--- config.mk ---
export PLATFORM = sky130hd
export DESIGN_NAME = common_split_buffer4
export DESIGN_NICKNAME = d
export VERILOG_FILES = /design/src/rtl/common_split_buffer4.sv
export SDC_FILE = /design/constraint.sdc
export NUM_CORES = 1
export LEC_CHECK = 0
export ABC_AREA = 1
export BUFFER_PORTS_ARGS = -buffer_cell sky130_fd_sc_hd__buf_2
export CORE_MARGIN = 2
export CORE_UTILIZATION = 32
export DETAILED_ROUTE_END_ITERATION = 8
export PLACE_DENSITY = 0.46
export SYNTH_ARGS = -nofsm -noshare
export SYNTH_HDL_FRONTEND = slang
export SYNTH_HIERARCHICAL = 1
export SYNTH_SLANG_ARGS = --single-unit
--- constraint.sdc ---
create_clock -name clk -period 2.35 [get_ports clk]
set_clock_uncertainty 0.2 [all_clocks]
set_input_delay 0.235 -clock clk [delete_from_list [all_inputs] [get_ports clk]]
set_output_delay 0.235 -clock clk [all_outputs]
set_load 0.01 [all_outputs]
--- src/rtl/common_split_buffer4.sv ---
// 1-to-4 split buffer: one valid/ready stream fanned out by destination mask into
// four independent 2-entry registered FIFOs; input ready never sees consumer ready.

module common_split_buffer4_fifo #(
  parameter int BUFFER_WIDTH = 1
) (
  input  logic                    clk,
  input  logic                    reset,
  input  logic                    push,
  input  logic [BUFFER_WIDTH-1:0] push_data,
  input  logic                    pop_ready,
  output logic [BUFFER_WIDTH-1:0] head_data,
  output logic                    head_valid,
  output logic                    space
);

  logic [BUFFER_WIDTH-1:0] mem_p0 [2];
  logic [1:0]              count;
  logic                    rptr;
  logic                    wptr;
  logic                    pop;

  assign pop        = head_valid & pop_ready;
  assign head_data  = mem_p0[rptr];
  assign head_valid = (count != 2'd0);
  assign space      = (count < 2'd2);

  // Storage stage: push never arrives at count 2 because space gates it upstream.
  always_ff @(posedge clk or negedge reset) begin
    if (!reset) begin
      mem_p0[0] <= '0;
      mem_p0[1] <= '0;
      count     <= 2'd0;
      rptr      <= 1'b0;
      wptr      <= 1'b0;
    end else begin
      if (push) begin
        mem_p0[wptr] <= push_data;
        wptr         <= ~wptr;
      end
      if (pop) begin
        rptr <= ~rptr;
      end
      case ({push, pop})
        2'b10:   count <= count + 2'd1;
        2'b01:   count <= count - 2'd1;
        default: count <= count;
      endcase
    end
  end

endmodule

module common_split_buffer4 #(
  parameter int BUFFER_WIDTH = 1
) (
  input  logic                    clk,
  input  logic                    reset,
  input  logic [BUFFER_WIDTH-1:0] prev_i_data,
  input  logic [3:0]              prev_i_dst,
  input  logic                    prev_i_valid,
  output logic                    prev_o_ready,
  output logic [BUFFER_WIDTH-1:0] next0_o_data,
  output logic                    next0_o_valid,
  input  logic                    next0_i_ready,
  output logic [BUFFER_WIDTH-1:0] next1_o_data,
  output logic                    next1_o_valid,
  input  logic                    next1_i_ready,
  output logic [BUFFER_WIDTH-1:0] next2_o_data,
  output logic                    next2_o_valid,
  input  logic                    next2_i_ready,
  output logic [BUFFER_WIDTH-1:0] next3_o_data,
  output logic                    next3_o_valid,
  input  logic                    next3_i_ready
);

  logic [3:0]              space;
  logic [3:0]              push;
  logic [3:0]              port_ready;
  logic [3:0]              port_valid;
  logic [BUFFER_WIDTH-1:0] port_data [4];
  logic                    accept;

  // All-or-nothing multicast: ready only when every targeted port has room.
  assign prev_o_ready = &(~prev_i_dst | space);
  assign accept       = prev_i_valid & prev_o_ready;
  assign push         = {4{accept}} & prev_i_dst;

  assign port_ready = {next3_i_ready, next2_i_ready, next1_i_ready, next0_i_ready};

  for (genvar k = 0; k < 4; k++) begin : g_port
    common_split_buffer4_fifo #(
      .BUFFER_WIDTH(BUFFER_WIDTH)
    ) u_fifo (
      .clk       (clk),
      .reset     (reset),
      .push      (push[k]),
      .push_data (prev_i_data),
      .pop_ready (port_ready[k]),
      .head_data (port_data[k]),
      .head_valid(port_valid[k]),
      .space     (space[k])
    );
  end

  assign next0_o_data  = port_data[0];
  assign next1_o_data  = port_data[1];
  assign next2_o_data  = port_data[2];
  assign next3_o_data  = port_data[3];
  assign next0_o_valid = port_valid[0];
  assign next1_o_valid = port_valid[1];
  assign next2_o_valid = port_valid[2];
  assign next3_o_valid = port_valid[3];

endmodule

# Yosys cells after proc, flatten, opt, wreduce, memory -nomap -nowiden
# Index checks and enable logic that the tools add are counted.
dict set report op_classes {
  add_sub_neg 8
  n_lt_le_gt_ge 16
  eq_ne 8
  muxes 28
  n_bitwise 24
  reduce_logical 13
}
# op n
set ops {}
lappend ops {{2-bit >= comparator (second input constant)} 8}
lappend ops {{1-bit 2-to-1 mux} 16}
lappend ops {{1-bit NOT with 2-bit output} 8}
lappend ops {{2-bit one-hot mux with 2 select lines} 4}
lappend ops {{2-bit nonzero test} 8}
lappend ops {{2-bit by 1-bit adder with 2-bit output (second input constant)} 4}
lappend ops {{2-bit bitwise mux} 4}
lappend ops {{2-bit by 1-bit == test with 1-bit output (second input constant)} 4}
lappend ops {{2-bit == test (second input constant)} 4}
lappend ops {{2-bit by 1-bit less-than comparator with 1-bit output (second input constant)} 4}
lappend ops {{2-bit less-than comparator (second input constant)} 4}
lappend ops {{1-bit NOT} 8}
lappend ops {{2-bit by 1-bit subtractor with 2-bit output (second input constant)} 4}
lappend ops {{1-bit bitwise AND} 5}
lappend ops {{4-bit bitwise AND} 1}
lappend ops {{1-bit demux with 1-bit select} 4}
lappend ops {{1-bit logical AND} 4}
lappend ops {{4-bit NOT} 1}
lappend ops {{4-bit OR} 1}
lappend ops {{4-bit AND reduction} 1}
dict set report word_totals {
  register_bits 24
  output_inout_bits 9
}

# Depth between registers and ports, before layout
# Gate-level depths: netlist of the first run.
dict set report depth {
  ltp_word 7
  mapped_depth 14
}

# By module
# The synthesis of the first run kept the hierarchy.
# module n_inst cells_each area_each_um2 seq_area_each_um2
set modules_own_cells {}
lappend modules_own_cells {common_split_buffer4_fifo 4 38 300.3 150.1}
lappend modules_own_cells {common_split_buffer4 1 20 80.1 0.0}

# Worst setup path after synthesis of the first run
# No wires, ideal clock.
dict set report synth_timing {
  path_kind {reg-to-reg}
  startpoint {register g_port[1].u_fifo.count[1]}
  endpoint {register g_port[0].u_fifo.count[1]}
  setup_time_ns 0.117
  t_arrival_ns 1.556
  t_required_ns 2.033
  path_slack_ns 0.477
  stages_incl_launch_ff 14
  path_buffers 0
  period_less_slack_ns 1.873
  path_cell_list {dfrtp_1 -> inv_1 -> inv_1 -> nand2_1 -> nand2_1 -> nor2_2 -> nand2_2 -> nor2_1 -> inv_2 -> ha_1 -> inv_1 -> nand3_1 -> nand2_1 -> nand2_1}
}
dict set report synth_via {
  elab_chain_len 7
  elab_cells_between_ends 9
  classes_between {order compare (1); eq/ne (2); mux (1); bitwise (3); reduce/logical (2)}
}
# item line
set synth_lines {}
lappend synth_lines {{start: declaration} 18} ;# logic [1:0] count;
lappend synth_lines {{start signal: assignment} 45} ;# 2'b10: count <= count + 2'd1;
lappend synth_lines {{start signal: assignment} 46} ;# 2'b01: count <= count - 2'd1;
lappend synth_lines {{start signal: assignment} 47} ;# default: count <= count;
lappend synth_lines {{2-bit less-than comparator *} 26} ;# assign space = (count < 2'd2);
lappend synth_lines {{named net space[1]} 77} ;# logic [3:0] space;
lappend synth_lines {{4-bit OR *} 85} ;# assign prev_o_ready = &(~prev_i_dst | space);
lappend synth_lines {{4-bit AND reduction *} 85}
lappend synth_lines {{named net prev_o_ready} 62} ;# output logic prev_o_ready,
lappend synth_lines {{1-bit bitwise AND *} 86} ;# assign accept = prev_i_valid & prev_o_ready;
lappend synth_lines {{4-bit bitwise AND *} 87} ;# assign push = {4{accept}} & prev_i_dst;
lappend synth_lines {{named net push[0]} 78} ;# logic [3:0] push;
lappend synth_lines {{2-bit by 1-bit == test with 1-bit output / 2-bit == test (equally long branches)} 44} ;# case ({push, pop})
lappend synth_lines {{2-bit one-hot mux with 2 select lines / 2-bit nonzero test (equally long branches)} --}
lappend synth_lines {{end signal: assignment} 45}
lappend synth_lines {{end signal: assignment} 46}
lappend synth_lines {{end signal: assignment} 47}
lappend synth_lines {{end: declaration} 18}
# The timed path passes the listed nets; every way through them passes the cells marked *.
# A chain may end at the register's enable or synchronous reset.

# Final worst setup path of the first run
dict set report layout_timing {
  startpoint {register g_port[1].u_fifo.count[1]}
  endpoint {register g_port[0].u_fifo.count[1]}
}
dict set report layout_via {
  elab_chain_len 7
  elab_cells_between_ends 9
  classes_between {order compare (1); eq/ne (2); mux (1); bitwise (3); reduce/logical (2)}
}
# item line
set layout_lines {}
lappend layout_lines {{2-bit less-than comparator *} 26}
lappend layout_lines {{named net space[1]} 77}
lappend layout_lines {{4-bit OR *} 85}
lappend layout_lines {{4-bit AND reduction *} 85}
lappend layout_lines {{1-bit bitwise AND *} 86}
lappend layout_lines {{4-bit bitwise AND *} 87}
lappend layout_lines {{named net push[0]} 78}
lappend layout_lines {{2-bit by 1-bit == test with 1-bit output / 2-bit == test (equally long branches)} 44}
lappend layout_lines {{2-bit one-hot mux with 2 select lines / 2-bit nonzero test (equally long branches)} --}
# Marks and branches as above.

==> results of run 1 <==
==> cells by family (layout without fill, tap and decap cells) <==
kind of cell	Yosys count	count (layout)	synth area share
xor+xnor	4	4	0.02734
compound gates	8	8	0.04297
buf+inv	40	64	0.1172
simple gates	92	92	0.3047
flops	24	24	0.4688
fa+ha+maj	4	4	0.03906
==> layer usage <==
metal / global-route usage / vias up / part of all wire
li1: - / 555 / -
met1: 0.1660 / 467 / 0.51
met2: 0.2005 / 18 / 0.46
met3: 0.02000 / 2 / 0.026
met4: 0.05357 / 0 / 0.0087
met5: 0 / - / 0
==> stage by stage <==
| stage | instance area, um^2 | utilization |
|---|---|---|
| after floorplan | 1281 | - |
| after global placement | 1441 | 0.3850 |
| after detailed placement | 1441 | 0.3850 |
| after CTS | 1493 | 0.3987 |
| after global routing | 1493 | 0.3987 |
| final | 1493 | 0.3987 |
==> state kept, by name, summed over array words and instances, names as in the netlist <==
register,flops
g_port.u_fifo/wptr,4
g_port.u_fifo/count,8
g_port.u_fifo/mem_p0,8
g_port.u_fifo/rptr,4
==> worst reg2reg max path, delay by kind of cell (launching register included) <==
family	cells	cell delay, ns
adders and majority gates	1	0.32
buffers and inverters	4	0.31
DFF	1	0.38
and+or+nand+nor	8	0.66
==> repair_timing <==
| action | 4_1_cts | 5_1_grt |
|---|---|---|
| setup endpoints to repair | 0 | 0 |
| hold endpoints to repair | 24 | 0 |
| hold buffers | 1 | 0 |
==> worst paths after layout <==
kind | slack, ns | startpoint | end | depth (start not counted)
worst min-delay path | 0.02 | next0_i_ready | g_port[0].u_fifo/rptr$_DFFE_PN0P_ | 3
worst max-delay path | 0.37 | g_port[1].u_fifo/count[1]$_DFFE_PN0P_ | g_port[0].u_fifo/count[1]$_DFFE_PN0P_ | 13
worst min register to register | 0.28 | g_port[1].u_fifo/count[1]$_DFFE_PN0P_ | g_port[1].u_fifo/count[1]$_DFFE_PN0P_ | 2
min in group asynchronous | 0.28 | reset | g_port[3].u_fifo/count[0]$_DFFE_PN0P_ | 2
max in group asynchronous | 1.30 | reset | g_port[1].u_fifo/wptr$_DFFE_PN0P_ | 2
worst max register to register | 0.37 | g_port[1].u_fifo/count[1]$_DFFE_PN0P_ | g_port[0].u_fifo/count[1]$_DFFE_PN0P_ | 13
==> report_power, final <==
part,switching [mW],leakage [nW],internal (mW)
combinational,0.498,0.579,0.356
sequential,0.141,0.293,0.624
clock,0.127,0.0216,0.115
==> layout by cell type (no fill, tap or decap), drive strengths merged <==
cell and instances:
o21ai 8, inv 40, or2 4, ha 4, clkbuf 3, nand2 71, nand4 4, nor2 5
buf 20, dlygate4sd3 1, xnor2 4, nand3 8, dfrtp 24
==> layout make-up <==
type	count	area share
clock buffers	3	0.02766
well taps	48	0.04023
multi-input cells	108	0.3554
inverters	40	0.1006
flip-flops and latches	24	0.4023
repair buffers	21	0.07376
==> flow_summary.toml, run 1 <==
[finish]
multi_input_area_um2 = 530.5
n_antenna_cell = 0
drive_gt1_frac = 0.1888
fin_nets = 214
area_delta_synth_final_pct = 16.50
nFillCells = 408
stdcell_count = 244
regArea_um2 = 600.6

[synthesis]
ys_ff_latch = 24
yosys.area.top_type = "dfrtp_1"
syn_area_um2 = 1281
synth_top_area_share = 0.4688
synthTopCellsByArea = "dfrtp_1 (47%), nand2_1 (21%), inv_1 (11%)"
syn_inst = 172
syn_area_per_cell_um2 = 7.449
syn_nets = 188
synth.most_common_cell = "nand2_1"
synthArstFlopShare = 1.000
synth-main-ff-cell = "dfrtp_1"
ys.warnings.count = 6
synth_edf_count = 0
synthDistinctLibCells = 14
seq_area_frac_synth = 0.4688
synth_common_cells = "nand2_1 (70), inv_1 (36), dfrtp_1 (24)"

[hold_path]
hold_class = "in2reg"

[timing]
finalCritPeriodShare = 0.8409
hold_viol_final = 0
worst_pin_slew_ns = 0.5488
fin_tns_setup_ns = 0
timing.fmax_mhz = 506.0
setup_viol = 0
layout_min_cycle_time_ns = 1.976
rsz0062_at_grt = "no"
drv_slew = 0
setup_slack_ns = 0.3739
relSlewSlack = 0.6341
hold_slack_ns = 0.01642

[setup_path]
critical_path.max_stage_delay_ns = 0.38
cp-start-kind = "register"
path_cells = "inv_1 -> inv_1 -> nand2_1 -> nand2_1 -> nor2_2 -> nand2_2 -> nor2_1 -> inv_2 -> ha_1 -> inv_1 -> nand3_1 -> nand2_1 -> nand2_1"
worstPathArrival_ns = 1.94
end_kind = "register"
crit_path_frequent_cell = "nand2_1"
path_delay_family = "simple AND/OR/NAND/NOR gates"
required_ns = 2.31
crit_fanout = 4
path_class = "reg2reg"
slowest_stage = "dfrtp_1"
path_buf_inv = 4

[floorplanning]
core_area_um2 = 3744
io_pins = 21
rows = 22
start_util = 0.3422
die_area_um2 = 4526
die_y_um = 67.28
die_w_um = 67.28

[clock_tree]
cts_tree = "done"
cts_sinks = 24
post_cts_resized = 0
path_clk_slew_ns = 0.08
clk_latency_ns = 0.26
clock_path_buffers = 2
cts_root_buffer = "clkbuf_8"
post_cts_buffers = 0
cts_made_buffers = 3
htreeDepth = 1

[global_routing]
grt_start_max_net_pins = 25
grt-ovfl-total = 0
grt_pass1_vias = 1021
grt_pass1_wl_mm = 4.264
antenna_found_initial = 0
grt_use_total = 0.1247

[power_and_ir_drop]
max-vdd-ir-drop_mv = 0.4667
p_leak_nw = 0.8932
power.total_mw = 1.861
p_per_area_nw_per_um2 = 1247

[route]
wl_per_cell_um = 9.873
first_pass_iters = 4
drt_iter0_markers = 32
vias_per_cell = 4.270
totalWireLength_mm = 2.409
vias = 1042
ant_nets = 0
drc = 0

[placed_design]
dp_hpwl_mm = 1.919
gp_congestion = 0.7329
numPlacedInstances = 240
io_buffers = 20
dpl_worst_slack_ns = 0.3592

[outcome]
status = "finished, final reports clean"

[run]
cap_violations = 0
Power figures use the tool's default switching activity.
==> run 2, diff against run 1 <==
--- a/config.mk
+++ b/config.mk
@@ -10,7 +10,7 @@
 export CORE_MARGIN = 2
 export CORE_UTILIZATION = 32
 export DETAILED_ROUTE_END_ITERATION = 8
-export PLACE_DENSITY = 0.46
+export PLACE_DENSITY = 0.48
 export SYNTH_ARGS = -nofsm -noshare
 export SYNTH_HDL_FRONTEND = slang
 export SYNTH_HIERARCHICAL = 1
==> constraint.sdc (replaced) <==
create_clock -name clk -period 1.8 [get_ports clk]
set_clock_uncertainty 0.2 [all_clocks]
set_input_delay 0.18 -clock clk [delete_from_list [all_inputs] [get_ports clk]]
set_output_delay 0.18 -clock clk [all_outputs]
set_load 0.01 [all_outputs]
==> run 2 against run 1 <==
Against the previous run: the flow now finishes with violations (negative setup slack); register-to-register slack got worse by 0.38 ns; hold slack got worse by 0.0039 ns; sequential share of layout area fell by 7.4 points; total power rose by 57%; non-clock buffer count rose by 20; critical path depth fell by 1; first-iteration DRC count rose by 88%; global-route usage rose by 1.5 points; core utilization rose by 8.9 points; final cell count rose by 8.6%; largest cell class is now multi-input combinational cells; maximum frequency rose by 9.3%.
==> flow_summary.toml, run 2 (synthesis gave the netlist of run 1 again) <==
[setup_path]
worstPathArrival_ns = 1.77
cp-start-kind = "register"
regToRegSetupSlack_ns = -0.007
required_ns = 1.76
path_cells = "inv_1 -> inv_1 -> nand2_1 -> nand2_2 -> nor2_4 -> nand2_4 -> nor2_4 -> inv_2 -> buf_6 -> or2_4 -> nand2_2 -> o21ai_2"
path_buf_inv = 4
end_kind = "register"
critical_path.max_stage_delay_ns = 0.38
path_delay_family = "simple AND/OR/NAND/NOR gates"
path_class = "reg2reg"
crit_fanout = 4
slowest_stage = "dfrtp_1"

[floorplanning]
start_util = 0.3422
die_area_um2 = 4526
rows = 22
io_pins = 21
die_w_um = 67.28
die_y_um = 67.28
core_area_um2 = 3744

[finish]
area_delta_synth_final_pct = 42.58
n_antenna_cell = 0
layout_common_cells = "nand2_1 (59), inv_1 (24), dfrtp_1 (24)"
final_common_cell = "nand2_1"
fin_nets = 234
reg_top3 = "g_port.u_fifo/count x8, g_port.u_fifo/mem_p0 x8"
drive_gt1_frac = 0.4147

[clock_tree]
cts_sinks = 24
clock_path_buffers = 2
cts_made_buffers = 3
path_clk_slew_ns = 0.08
cts_tree = "done"
clk_latency_ns = 0.27
htreeDepth = 1
cts_root_buffer = "clkbuf_8"

[timing]
hold_slack_ns = 0.01247
layout_min_cycle_time_ns = 1.807
setup_slack_ns = -0.007249
timing.fmax_mhz = 553.3
finalCritPeriodShare = 1.004
rsz0062_at_grt = "yes"
hold_viol_final = 0
relSlewSlack = 0.6272
worst_pin_slew_ns = 0.5592
drv_slew = 0
setup_viol = 2

[power_and_ir_drop]
combinationalPowerShare = 0.527
p_sw_frac = 0.4022
max-vdd-ir-drop_mv = 0.6098
p_leak_nw = 1.009
p_int_mw = 1.746
clkPwrFrac = 0.126
p_sw_mw = 1.175
power_frac_seq = 0.347
power.total_mw = 2.921
p_per_area_nw_per_um2 = 1599

[route]
ant_nets = 0
met1Wirelength_mm = 1.223
vias_per_cell = 4.253
wl_per_cell_um = 10.02
totalWireLength_mm = 2.655
vias = 1127
first_pass_iters = 4
dr_wl_met3_um = 71
highest_layer = "met4"
route.met2.wl_mm = 1.323
drt_iter0_markers = 60
drc = 0

[global_routing]
grt_start_max_net_pins = 25
antenna_found_initial = 0
grt-ovfl-total = 0
grt_pass1_wl_mm = 4.747
grt_use_total = 0.1401
grt_pass1_vias = 1159

[run]
cap_violations = 0

[outcome]
status = "finished with violations"
violations = "negative setup slack"

[placed_design]
dp_hpwl_mm = 1.979
gp_congestion = 0.6655
io_buffers = 20

[hold_path]
hold_class = "in2reg"
## run 2: worst register-to-register path, delay by kind of cell, from the launching register on
kind	cells	cell delay (ns)
AND/OR/NAND/NOR	7	0.79
buffers and inverters	4	0.28
flip-flops	1	0.38
AO/OA/AOI/OAI	1	0.05
## run 2: layout make-up
class,count,area (um^2)
clock buffer,4,55.05
sequential,24,600.6
timing repair buffer,41,285.3
inverter,40,150.1
fill,399,1917
tap,48,60.06
multi-input combinational,108,675.6
## run 2: metal layers
layer / track usage / vias to the layer above
met5: 0 / -
met2: 0.2500 / 13
met1: 0.1667 / 511
met3: 0.02500 / 4
met4: 0.05357 / 0
li1: - / 599
## run 2: power by group through the flow
| stage | clock [mW] | sequential [mW] | combinational [mW] |
|---|---|---|---|
| 3_3_place_gp | 0 | 0.996 | 1.21 |
| 6_report | 0.369 | 1.01 | 1.54 |
| 5_1_grt | 0.413 | 1.05 | 1.74 |
| 3_5_place_dp | 0 | 1.00 | 1.26 |
| 2_1_floorplan | 0 | 0.960 | 0.872 |
| 4_1_cts | 0.391 | 1.00 | 1.47 |
## run 2: final timing paths
| kind | startpoint | to | cells past startpoint |
|---|---|---|---|
| worst max register to register | g_port[2].u_fifo/count[1]$_DFFE_PN0P_ | g_port[0].u_fifo/mem_p0[1]$_DFFE_PN0P_ | 12 |
| max in group asynchronous | reset | g_port[0].u_fifo/mem_p0[0]$_DFFE_PN0P_ | 2 |
| min in group asynchronous | reset | g_port[2].u_fifo/rptr$_DFFE_PN0P_ | 2 |
| worst min-delay path | prev_i_data | g_port[3].u_fifo/mem_p0[1]$_DFFE_PN0P_ | 3 |
| worst min register to register | g_port[2].u_fifo/count[1]$_DFFE_PN0P_ | g_port[2].u_fifo/count[1]$_DFFE_PN0P_ | 2 |
| worst max-delay path | g_port[2].u_fifo/count[1]$_DFFE_PN0P_ | g_port[0].u_fifo/mem_p0[1]$_DFFE_PN0P_ | 12 |
## run 2: repair_timing
action | 4_1_cts | 5_1_grt
pin swaps | 9 | 14
setup buffers | 3 | 3
resized for setup | 26 | 14
hold endpoints to repair | 28 | 0
hold buffers | 5 | 0
endpoints found under the setup margin | 8 | 17
## run 2: metrics by stage
stage / std cells / TNS (ns) / worst slack (ns) / instance area (um^2) / utilization
2_1_floorplan: 172 / -0.1258 / -0.03145 / 1301 / -
3_3_place_gp: 250 / -0.2433 / -0.08487 / 1536 / 0.4104
3_5_place_dp: 250 / -0.4062 / -0.1093 / 1536 / 0.4104
4_1_cts: 262 / -0.06676 / -0.02738 / 1774 / 0.4739
5_1_grt: 265 / -0.5837 / -0.1036 / 1827 / 0.4880
6_report: 265 / -0.01221 / -0.007249 / 1827 / 0.4880
==> run 3, diff against run 2 <==
--- a/config.mk
+++ b/config.mk
@@ -8,9 +8,9 @@
 export ABC_AREA = 1
 export BUFFER_PORTS_ARGS = -buffer_cell sky130_fd_sc_hd__buf_2
 export CORE_MARGIN = 2
-export CORE_UTILIZATION = 32
+export CORE_UTILIZATION = 30
 export DETAILED_ROUTE_END_ITERATION = 8
-export PLACE_DENSITY = 0.48
+export PLACE_DENSITY = 0.44
 export SYNTH_ARGS = -nofsm -noshare
 export SYNTH_HDL_FRONTEND = slang
 export SYNTH_HIERARCHICAL = 1
==> constraint.sdc (replaced) <==
create_clock -name clk -period 1.95 [get_ports clk]
set_clock_uncertainty 0.2 [all_clocks]
set_input_delay 0.195 -clock clk [delete_from_list [all_inputs] [get_ports clk]]
set_output_delay 0.195 -clock clk [all_outputs]
set_load 0.01 [all_outputs]
==> run 3 against run 2 <==
Against the previous run: the flow now finishes without violations; count of clock-buffer cells in the layout unchanged; non-clock buffer count decreased by 7; clock power decreased by 6.8%; flip-flop and latch count unchanged; final area down 5.3%; maximum frequency down 2.5%; worst setup slack better by 0.10 ns; total power decreased by 12%; global-route usage down 2.6 points; die area grew 6.3%; register-to-register slack improved by 0.10 ns; largest power group unchanged.
==> flow_summary.toml, run 3 (synthesis gave the netlist of run 1 again) <==
[global_routing]
antenna_found_initial = 0
grt-ovfl-total = 0
grt_start_max_net_pins = 25
grt_use_total = 0.1143
grt_pass1_vias = 1043
grt_pass1_wl_mm = 4.457

[floorplanning]
start_util = 0.3158
core_area_um2 = 4058
die_y_um = 69.35
die_area_um2 = 4809
rows = 23
die_w_um = 69.35
io_pins = 21

[clock_tree]
path_clk_slew_ns = 0.09
cts_sinks = 24
cts_root_buffer = "clkbuf_8"
clock_path_buffers = 2
clk_latency_ns = 0.27
cts_made_buffers = 3
cts_tree = "done"
htreeDepth = 1

[placed_design]
numPlacedInstances = 247
dpl_worst_slack_ns = -0.02370
dp_hpwl_mm = 1.964
gp_congestion = 0.6991
io_buffers = 20

[finish]
drive_gt1_frac = 0.3286
n_antenna_cell = 0
multi_input_area_um2 = 643.1
layout_common_cells = "nand2_1 (67), inv_1 (28), dfrtp_1 (24)"
final_common_cell = "nand2_1"
regArea_um2 = 600.6
area_delta_synth_final_pct = 34.96
reg_top3 = "g_port.u_fifo/count x8, g_port.u_fifo/mem_p0 x8"
stdcell_count = 260
fin_nets = 227
nFillCells = 425

[power_and_ir_drop]
p_sw_frac = 0.4082
p_sw_mw = 1.046
p_int_mw = 1.517
clkPwrFrac = 0.134
p_per_area_nw_per_um2 = 1482
power_frac_seq = 0.361
max-vdd-ir-drop_mv = 0.6659
p_leak_nw = 0.9664
combinationalPowerShare = 0.505

[run]
cap_violations = 0

[route]
totalWireLength_mm = 2.719
vias = 1107
drt_iter0_markers = 34
vias_per_cell = 4.258
ant_nets = 0
first_pass_iters = 4
wl_per_cell_um = 10.46
drc = 0

[setup_path]
crit_fanout = 4
required_ns = 1.92
worstPathArrival_ns = 1.82
end_kind = "register"
path_class = "reg2reg"
cp-start-kind = "register"

[timing]
timing.fmax_mhz = 539.4
setup_slack_ns = 0.09594
hold_viol_final = 0
layout_min_cycle_time_ns = 1.854
worst_pin_slew_ns = 0.5612
fin_tns_setup_ns = 0
setup_viol = 0
finalCritPeriodShare = 0.9508
relSlewSlack = 0.6259
drv_slew = 0

[hold_path]
hold_class = "in2reg"

[outcome]
status = "finished, final reports clean"
==> run 3: changes by cell type in the layout (fill, tap and decap cells not counted), sizes merged <==
cell,change
buf,-7
==> run 3: power groups by stage <==
stage | Clock, mW | Combinational (mW) | Sequential, mW
floorplan | 0 | 0.781 | 0.886
global placement | 0 | 1.07 | 0.920
detailed placement | 0 | 1.11 | 0.925
CTS | 0.361 | 1.12 | 0.919
global route | 0.382 | 1.47 | 0.961
finish | 0.344 | 1.29 | 0.925
==> run 3: area by class of cell <==
cell class	count	area share
Sequential cell	24	0.3473
Clock buffer	4	0.03184
Tap cell	50	0.03618
Inverter	40	0.08683
Multi-Input combinational cell	108	0.3719
Timing Repair Buffer	34	0.1259
==> run 3: worst max-delay path, cell delays in order (launching register included) <==
cell	delay [ns]
dfrtp_1	0.40
inv_2	0.07
inv_2	0.03
nand2_2	0.06
nand2_2	0.07
nor2_4	0.14
nand2_4	0.11
nor2_4	0.14
inv_2	0.06
buf_4	0.13
or2_4	0.23
nand2_1	0.07
o21ai_2	0.05
==> run 3: layer usage <==
| layer | share of wire | global-route usage | routed length (um) |
|---|---|---|---|
| met5 | 0 | 0 | 0 |
| met4 | 0.0088 | 0.03268 | 24 |
| met3 | 0.038 | 0.03779 | 102 |
| met2 | 0.46 | 0.1763 | 1249 |
| met1 | 0.49 | 0.1531 | 1343 |
==> run 3: path summary, 6_finish.rpt <==
| path | from | end | slack, ns | depth (start not counted) |
|---|---|---|---|---|
| setup reg to reg | g_port[3].u_fifo/count[1]$_DFFE_PN0P_ | g_port[2].u_fifo/mem_p0[1]$_DFFE_PN0P_ | 0.1 | 12 |
| max in group asynchronous | reset | g_port[0].u_fifo/wptr$_DFFE_PN0P_ | 0.93 | 2 |
| hold / removal | prev_i_data | g_port[2].u_fifo/mem_p0[1]$_DFFE_PN0P_ | 0.02 | 3 |
| setup / recovery | g_port[3].u_fifo/count[1]$_DFFE_PN0P_ | g_port[2].u_fifo/mem_p0[1]$_DFFE_PN0P_ | 0.1 | 12 |
| min in group asynchronous | reset | g_port[2].u_fifo/mem_p0[0]$_DFFE_PN0P_ | 0.24 | 2 |
| hold reg to reg | g_port[0].u_fifo/count[1]$_DFFE_PN0P_ | g_port[0].u_fifo/count[1]$_DFFE_PN0P_ | 0.28 | 2 |
==> run 3: through the flow <==
step	hold WS [ns]	area, um^2	utilization	total power, mW
2_1_floorplan	-0.3006	1281	-	1.668
3_3_place_gp	0.02779	1481	0.3651	1.992
3_5_place_dp	0.03540	1481	0.3651	2.037
4_1_cts	0.01917	1587	0.3910	2.403
5_1_grt	0.01732	1729	0.4261	2.812
6_report	0.02084	1729	0.4261	2.563
==> run 3: repair_timing <==
item	in CTS	in global routing
gates resized for setup	0	28
pin swaps	0	14
endpoints found under the hold margin	28	0
endpoints found under the setup margin	4	9
setup buffers	0	4
hold buffers	5	0
